--- config.mk ---
export PLATFORM = sky130hd
export DESIGN_NAME = button_event_encoder
export DESIGN_NICKNAME = d
export VERILOG_FILES = /design/src/rtl/lock_pkg.sv /design/src/rtl/btn_debounce.sv /design/src/rtl/button_event_encoder.sv
export SDC_FILE = /design/constraint.sdc
export NUM_CORES = 1
export LEC_CHECK = 0
export ABC_AREA = 1
export ABC_CLOCK_PERIOD_IN_PS = 3170
export CELL_PAD_IN_SITES_DETAIL_PLACEMENT = 1
export CELL_PAD_IN_SITES_GLOBAL_PLACEMENT = 1
export CORE_MARGIN = 2
export CORE_UTILIZATION = 27
export DETAILED_ROUTE_END_ITERATION = 10
export GPL_ROUTABILITY_DRIVEN = 0
export GPL_TIMING_DRIVEN = 0
export HOLD_SLACK_MARGIN = 0.1
export PLACE_DENSITY_LB_ADDON = 0.1
export SLEW_MARGIN = 10
export SYNTH_ARGS = -nofsm -noshare
export SYNTH_HDL_FRONTEND = slang
export SYNTH_SLANG_ARGS = --single-unit
--- constraint.sdc ---
create_clock -name clock -period 3.17 [get_ports clock]
set_input_delay 0.7925 -clock clock [delete_from_list [all_inputs] [get_ports clock]]
set_output_delay 0.7925 -clock clock [all_outputs]
set_load 0.02 [all_outputs]
--- src/rtl/lock_pkg.sv ---
// Shared event encoding for the lock front end: event codes, button indices
// and the priority rule used when several buttons settle on the same edge.
package lock_pkg;

  typedef enum logic [2:0] {
    EV_NONE    = 3'd0,
    EV_ZERO    = 3'd1,
    EV_ONE     = 3'd2,
    EV_CONFIRM = 3'd3,
    EV_CLEAR   = 3'd4,
    EV_SELECT  = 3'd5
  } ev_code_t;

  localparam int NUM_BTNS    = 5;
  localparam int BTN_ZERO    = 0;
  localparam int BTN_ONE     = 1;
  localparam int BTN_CONFIRM = 2;
  localparam int BTN_CLEAR   = 3;
  localparam int BTN_SELECT  = 4;

  // clear > confirm > select > one > zero; the losers are simply dropped.
  function automatic ev_code_t priority_encode(input logic [NUM_BTNS-1:0] rise);
    ev_code_t code;
    if (rise[BTN_CLEAR])        code = EV_CLEAR;
    else if (rise[BTN_CONFIRM]) code = EV_CONFIRM;
    else if (rise[BTN_SELECT])  code = EV_SELECT;
    else if (rise[BTN_ONE])     code = EV_ONE;
    else if (rise[BTN_ZERO])    code = EV_ZERO;
    else                        code = EV_NONE;
    return code;
  endfunction

endpackage

--- src/rtl/btn_debounce.sv ---
// One push-button: 2-flop synchronizer, stability counter and filtered level.
// rise pulses on the edge where the filtered level goes 0->1.
module btn_debounce #(
  parameter int STABLE_CYCLES = 3
) (
  input  logic clock,
  input  logic reset,
  input  logic raw,
  output logic rise
);

  localparam logic [3:0] LAST_COUNT = 4'(STABLE_CYCLES - 1);

  logic       s1_reg;
  logic       s2_reg;
  logic       filtered_reg;
  logic [3:0] count_reg;
  logic       differs;
  logic       settle;

  always_comb begin
    differs = (s2_reg != filtered_reg);
    settle  = differs && (count_reg == LAST_COUNT);
    rise    = settle && s2_reg;
  end

  always_ff @(posedge clock) begin
    if (!reset) begin
      s1_reg       <= 1'b0;
      s2_reg       <= 1'b0;
      filtered_reg <= 1'b0;
      count_reg    <= 4'd0;
    end else begin
      s1_reg <= raw;
      s2_reg <= s1_reg;
      // The count is cleared both on acceptance and whenever s2 agrees again.
      if (settle) begin
        filtered_reg <= s2_reg;
        count_reg    <= 4'd0;
      end else if (differs) begin
        count_reg <= count_reg + 4'd1;
      end else begin
        count_reg <= 4'd0;
      end
    end
  end

endmodule

--- src/rtl/button_event_encoder.sv ---
// Debounces five lock buttons and queues press events in a small FIFO.
// Build option BTN_FLUSH_ON_CLEAR_EN: a clear event flushes the queue.
module button_event_encoder
  import lock_pkg::*;
#(
  parameter int STABLE_CYCLES = 3,
  parameter int FIFO_DEPTH    = 4
) (
  input  logic                          clock,
  input  logic                          reset,
  input  logic                          enter0,
  input  logic                          enter1,
  input  logic                          confirm,
  input  logic                          clear,
  input  logic                          algorithm_select_mode,
  output logic                          ev_valid,
  output logic [2:0]                    ev_code,
  input  logic                          ev_ready,
  output logic [$clog2(FIFO_DEPTH):0]   ev_count,
  output logic                          overflow
);

  localparam int PW = $clog2(FIFO_DEPTH);
  localparam int CW = PW + 1;

  logic [NUM_BTNS-1:0] raw_btn;
  logic [NUM_BTNS-1:0] rise;

  assign raw_btn = {algorithm_select_mode, clear, confirm, enter1, enter0};

  generate
    for (genvar gi = 0; gi < NUM_BTNS; gi++) begin : g_btn
      btn_debounce #(
        .STABLE_CYCLES(STABLE_CYCLES)
      ) u_debounce (
        .clock(clock),
        .reset(reset),
        .raw  (raw_btn[gi]),
        .rise (rise[gi])
      );
    end
  endgenerate

  ev_code_t        mem [FIFO_DEPTH];
  logic [PW-1:0]   wr_ptr_reg, wr_ptr_next;
  logic [PW-1:0]   rd_ptr_reg, rd_ptr_next;
  logic [CW-1:0]   count_reg,  count_next;
  logic            overflow_reg, overflow_next;
  ev_code_t        push_code;
  logic            push, pop, full, empty, flush, accept;

  always_comb begin
    push_code     = priority_encode(rise);
    push          = (push_code != EV_NONE);
    empty         = (count_reg == '0);
    full          = (count_reg == CW'(FIFO_DEPTH));
    pop           = ev_ready && !empty;
`ifdef BTN_FLUSH_ON_CLEAR_EN
    flush         = push && (push_code == EV_CLEAR);
`else
    flush         = 1'b0;
`endif
    accept        = push && (!full || pop || flush);
    wr_ptr_next   = wr_ptr_reg;
    rd_ptr_next   = rd_ptr_reg;
    count_next    = count_reg;
    overflow_next = overflow_reg;

    if (pop)    rd_ptr_next = rd_ptr_reg + PW'(1);
    if (accept) wr_ptr_next = wr_ptr_reg + PW'(1);

    // A flush makes the freshly written slot the new head, discarding the rest.
    if (flush) begin
      rd_ptr_next = wr_ptr_reg;
      count_next  = CW'(1);
    end else begin
      count_next = count_reg + CW'(accept) - CW'(pop);
    end

    if (push && !accept) overflow_next = 1'b1;
  end

  always_ff @(posedge clock) begin
    if (!reset) begin
      wr_ptr_reg   <= '0;
      rd_ptr_reg   <= '0;
      count_reg    <= '0;
      overflow_reg <= 1'b0;
    end else begin
      wr_ptr_reg   <= wr_ptr_next;
      rd_ptr_reg   <= rd_ptr_next;
      count_reg    <= count_next;
      overflow_reg <= overflow_next;
    end
  end

  // Storage carries no reset; stale contents are masked by the occupancy.
  always_ff @(posedge clock) begin
    if (accept) mem[wr_ptr_reg] <= push_code;
  end

  assign ev_valid = !empty;
  assign ev_code  = empty ? 3'(EV_NONE) : 3'(mem[rd_ptr_reg]);
  assign ev_count = count_reg;
  assign overflow = overflow_reg;

endmodule

==> results of run 1 <==
==> metrics by stage <==
stage	hold slack, ns	power, µW	utilization (%)	setup WS (ns)	cells
after global routing	0.426	1890	33.2	0.405	414
after floorplan	0.390	1030	-	0.911	276
final	0.411	1790	33.2	0.568	414
after global placement	0.396	1180	31.1	0.252	398
after detailed placement	0.406	1190	31.1	0.237	398
after CTS	0.416	1820	33.2	0.504	414
==> report_power, final <==
part	leakage [µW]	switching [µW]	internal, µW
Combinational	0.000637	201	146
Sequential	0.000477	37.0	776
Clock	0.0000992	281	344
Total	0.00121	519	1270
==> worst max-delay path, delay by kind of cell, from the launching register on <==
kind	cells	cell delay, ns
simple gates	2	0.18
buf+inv	1	0.62
compound gates	2	0.24
flops	1	0.44
==> placed cells by master, fill, tap and decap left out, types with 3 or more instances in the layout <==
| master | instances |
|---|---|
| o211ai_1 | 3 |
| clkinv_2 | 3 |
| xor2_1 | 7 |
| edfxtp_1 | 12 |
| nor2_2 | 8 |
| inv_1 | 45 |
| xnor2_1 | 5 |
| nand3_1 | 11 |
| clkbuf_8 | 12 |
| nor2_1 | 51 |
| o21ai_0 | 14 |
| dfxtp_1 | 45 |
| ha_1 | 16 |
| clkdlybuf4s50_1 | 14 |
| a21oi_1 | 15 |
| nand2_1 | 28 |
==> cell families after synthesis <==
group	synth area share, %
compound gates	7.56
xor+xnor	4.32
fa+ha+maj	9.05
buf+inv	7.76
flops	51.8
simple gates	19.5
==> per-layer routing <==
metal / vias to the layer above / wire length (µm) / track usage, %
met5: - / 0 / 0
met4: 0 / 98 / 6.32
met3: 7 / 131 / 2.55
met2: 20 / 2080 / 15.6
met1: 783 / 2330 / 13.6
li1: 908 / - / -
==> worst max-delay path by stage <==
stage / startpoint / slack, ns / cells past startpoint / end
floorplan: ev_ready / 0.91 / 9 / ev_count[1]$_SDFF_PN0_
global placement: ev_ready / 0.25 / 10 / ev_count[1]$_SDFF_PN0_
detailed placement: ev_ready / 0.24 / 10 / ev_count[1]$_SDFF_PN0_
CTS: flip-flop / 0.50 / 5 / ev_code[2]
global route: flip-flop / 0.40 / 5 / ev_code[2]
finish: flip-flop / 0.57 / 5 / ev_code[2]
==> area by class of cell <==
cell class	instances	area share, %
Sequential cell	57	43.6
Multi-Input combinational cell	169	34.0
Inverter	47	6.10
Clock buffer	13	5.84
Timing Repair Buffer	14	4.84
Tap cell	108	4.67
Clock inverter	3	0.519
Buffer	3	0.433
==> results.ini, run 1 <==
[finish]
register_area_um2 = 1260
num_antenna_cells = 0
largest_reg_flops = 20
fillers = 1016
final_area_um2 = 2890
multi_input_area_um2 = 983
drive_gt1_share_pct = 10.8
layout.nets = 326
syn_to_final_growth_pct = 18.9

[cts]
cts_tree = yes
clk_path_buf_depth = 2
cts.repair.resized = 0
insertion_delay_ns = 0.33
htreeDepth = 3
clock_sinks = 57
cts_made_buffers = 9
ctsHoldBuffers = 0
cts-root-buf = clkbuf_8
post-cts-setup-buffers = 0
worst_setup_hold_path_clk_slew_ns = 0.07

[synth]
async_flop_share_pct = 0
synth_top_flop_cell = dfxtp_1
synth_seq_cells = 57
synth_edf_count = 12
synth.top_cell.area_share_pct = 37.0
syn_area_per_cell_um2 = 8.82
seq_area_frac_synth_pct = 51.8
yosysUniqueCellTypes = 25
yosysWarnings = 0
syn-cell-area_um2 = 2430
yosys.area.top_type = dfxtp_1
synth.most_common_cell = nor2_1
syn_nets = 301
synth_common_cells = 51 x nor2_1, 45 x dfxtp_1, 45 x inv_1, 28 x nand2_1, 16 x ha_1
synthCells = 276
ys_top_cells_by_area = dfxtp_1 37%, edfxtp_1 15%, ha_1 8.2%

[worst_hold_path]
holdCritPathClass = flip-flop to flip-flop
min_from = g_btn[3].u_debounce.s1_reg$_SDFF_PN0_
min_delay_worst_endpoint = g_btn[3].u_debounce.s2_reg$_SDFF_PN0_
whs_path_depth = 2

[timing]
worst_slew_pin_slew_ns = 0.548
grt_setup_unrepaired = false
fmax_ghz = 0.384
finalHoldViolations = 0
skew_ns = 0.00913
period_minus_slack_ns = 2.60
finalCritPeriodShare_pct = 82.1
final.setup.tns_ns = 0
maxSlewHeadroom_pct = 63.5
finalMaxSlewViolations = 0
setup_violations = 0

[detailed_routing]
drtIter0Drc = 26
post-route-drc-count = 0
wl_um = 4640
detail_route.first_pass.iterations = 4
post_drt_wl_per_cell_um = 11.2
via_count = 1718
vias_per_cell = 4.15
drtAntennaViolNets = 0

[setup_path]
critPathRequiredTime_ns = 2.38
slowest_stage = clkdlybuf4s50_1
cp-end-kind = output pin
worstPathArrival_ns = 1.81
cp_max_fo = 7
r2r_start = g_btn[3].u_debounce.count_reg[0]$_SDFF_PP0_
start_kind = flip-flop
r2r_cells = 14
reg2reg_slack_ns = 0.69
cp_common_cell = nor2_1
max_stage_delay_ns = 0.62
path_cells = nor2_1 -> nor2_1 -> o21ai_0 -> a21oi_1 -> clkdlybuf4s50_1
path_class = flip-flop to output pin
reg2reg_to = ev_count[2]$_SDFF_PN0_

[die]
die_w_um = 98.9
fp-row-count = 34
dieArea_um2 = 9790
die_h_um = 98.9
initial_core_util_pct = 27.9
io_pins = 16
core-area_um2 = 8720

[placement]
place_area_um2 = 2710
dp_hpwl_um = 3480
portBuffers = 14

[run_status]
outcome = finished, final reports clean

[global_routing]
grt_use_total_pct = 10.5
antenna_found_initial = 0
grt_pass1_vias = 1681
grt_max_degree = 11
grt_pass1_wl_um = 7870
overflow = 0

[pwr]
power.leakage_uw = 0.00121
ir_drop_uv = 221
powerDensity_nw_per_um2 = 617

[job]
maxCapViolCount = 0

Power figures use the tool's default switching activity.
==> run 2, diff against run 1 <==
- ABC_CLOCK_PERIOD_IN_PS: 3170 -> 2400
- clock period: 3.17 -> 2.4 ns (I/O delays scaled with it)
==> results.ini, run 2 (synthesis results as in run 1) <==
[setup_path]
r2r_cells = 14  ; unchanged
start_kind = flip-flop  ; unchanged
critPathRequiredTime_ns = 2.66  ; was 2.38 ns
cp_max_fo = 4  ; was 7
worstPathArrival_ns = 2.57  ; was 1.81 ns
path_class = flip-flop to flip-flop  ; was flip-flop to output pin
cp-end-kind = flip-flop  ; was output pin

[timing]
finalCritPeriodShare_pct = 96.0
fmax_ghz = 0.434
finalHoldViolations = 0  ; unchanged
grt_setup_unrepaired = true  ; was false
hold_slack_ns = 0.412  ; was 0.411 ns
period_minus_slack_ns = 2.30
finalMaxSlewViolations = 0  ; unchanged
maxSlewHeadroom_pct = 64.4  ; was 63.5%
worst_slew_pin_slew_ns = 0.534  ; was 0.548 ns
final.setup.tns_ns = 0  ; unchanged
skew_ns = 0.00862  ; was 0.00913 ns
layout_setup_ws_ns = 0.0959  ; was 0.568 ns
setup_violations = 0  ; unchanged

[detailed_routing]
via_count = 1756  ; was 1718
wl_um = 4790  ; was 4640 µm
post_drt_wl_per_cell_um = 11.4  ; was 11.2 µm
detail_route.first_pass.iterations = 3  ; was 4
drtIter0Drc = 36  ; was 26
vias_per_cell = 4.17  ; was 4.15
post-route-drc-count = 0  ; unchanged
drtAntennaViolNets = 0  ; unchanged

[die]
io_pins = 16  ; unchanged
fp-row-count = 34  ; unchanged
die_w_um = 98.9  ; unchanged
dieArea_um2 = 9790  ; unchanged
core-area_um2 = 8720  ; unchanged
die_h_um = 98.9  ; unchanged
initial_core_util_pct = 27.9  ; unchanged

[pwr]
power.leakage_uw = 0.00128  ; was 0.00121 µW
powerDensity_nw_per_um2 = 788  ; was 617 nW/µm²
ir_drop_uv = 292  ; was 221 µV
power_uw = 2360  ; was 1790 µW

[finish]
layout.nets = 333  ; was 326
layout_common_cells = 50 x nor2_1, 44 x inv_1, 40 x dfxtp_1  ; was 51 x nor2_1, 45 x inv_1, 45 x dfxtp_1
num_antenna_cells = 0  ; unchanged
final_common_cell = nor2_1  ; unchanged
final_area_um2 = 2990  ; was 2890 µm²
largest_reg_flops = 20  ; unchanged
drive_gt1_share_pct = 16.3  ; was 10.8%
syn_to_final_growth_pct = 22.9  ; was 18.9%

[worst_hold_path]
whs_path_depth = 2  ; unchanged
holdCritPathClass = flip-flop to flip-flop  ; unchanged

[cts]
worst_setup_hold_path_clk_slew_ns = 0.07  ; about the same
ctsHoldBuffers = 0  ; unchanged
clock_sinks = 57  ; unchanged
insertion_delay_ns = 0.33  ; about the same
clk_path_buf_depth = 2  ; unchanged
cts-root-buf = clkbuf_8  ; unchanged
htreeDepth = 3  ; unchanged
cts_made_buffers = 9  ; unchanged
cts_tree = yes  ; unchanged

[global_routing]
antenna_found_initial = 0  ; unchanged
grt_pass1_vias = 1690  ; was 1681
grt_use_total_pct = 10.6  ; was 10.5%
overflow = 0  ; unchanged
grt_pass1_wl_um = 7960  ; was 7870 µm
grt_max_degree = 11  ; unchanged

[run_status]
outcome = finished, final reports clean  ; unchanged

[placement]
place_area_um2 = 2710  ; unchanged
portBuffers = 14  ; unchanged
dp_hpwl_um = 3480  ; unchanged
pre_cts_slack_ns = -0.340  ; was 0.237 ns

[job]
maxCapViolCount = 0  ; unchanged

-- run 2: final cells by class --
class                           instances  area, µm²
Fill cell                            1016       5730
Multi-Input combinational cell        169       1020
Buffer                                  3       12.5
Inverter                               47        179
Tap cell                              108        135
Clock inverter                          3       15.0
Clock buffer                           13        169
Sequential cell                        57       1270
Timing Repair Buffer                   21        196
-- run 2: path summary, 6_finish.rpt --
check,slack [ns],to,from
worst max-delay path,0.1,ev_count[2]$_SDFF_PN0_,g_btn[1].u_debounce.count_reg[0]$_SDFF_PP0_
worst min-delay path,0.41,g_btn[3].u_debounce.s2_reg$_SDFF_PN0_,g_btn[3].u_debounce.s1_reg$_SDFF_PN0_
worst min register to register,0.41,g_btn[3].u_debounce.s2_reg$_SDFF_PN0_,g_btn[3].u_debounce.s1_reg$_SDFF_PN0_
worst max register to register,0.1,ev_count[2]$_SDFF_PN0_,g_btn[1].u_debounce.count_reg[0]$_SDFF_PP0_
-- run 2: critical path, cell delays in order (launching register included) --
cell     delay (ns)
dfxtp_2        0.34
inv_1          0.06
ha_2           0.18
nand4_1        0.14
nand4_1        0.18
nor2_4         0.05
nor2_4         0.15
inv_4          0.04
ha_1           0.27
inv_1          0.05
ha_2           0.16
fa_1           0.35
inv_1          0.07
o21ai_0        0.08
a21oi_1        0.12
-- run 2: repair_timing --
action / CTS / global route
buffers inserted: 1 / 6
pin swaps: 1 / 7
resized for setup: 4 / 14
setup endpoints to repair: 5 / 4
-- run 2: report_power, final --
part	total (µW)	internal [µW]	switching, µW
Combinational	452	185	267
Sequential	1080	1030	49.9
Clock	827	454	372
-- run 2: metrics by stage --
step	instances	util, %
6_report	421	34.3
5_1_grt	421	34.3
4_1_cts	415	33.3
3_5_place_dp	398	31.1
3_3_place_gp	398	31.1
2_1_floorplan	276	-
-- run 2: metal layers --
metal / vias up / part of all wire, % / GRT usage [%]
met4: 0 / 2.3 / 6.32
met3: 10 / 2.7 / 2.55
li1: 923 / - / -
met2: 16 / 46 / 15.9
met1: 807 / 49 / 13.8
met5: - / 0 / 0
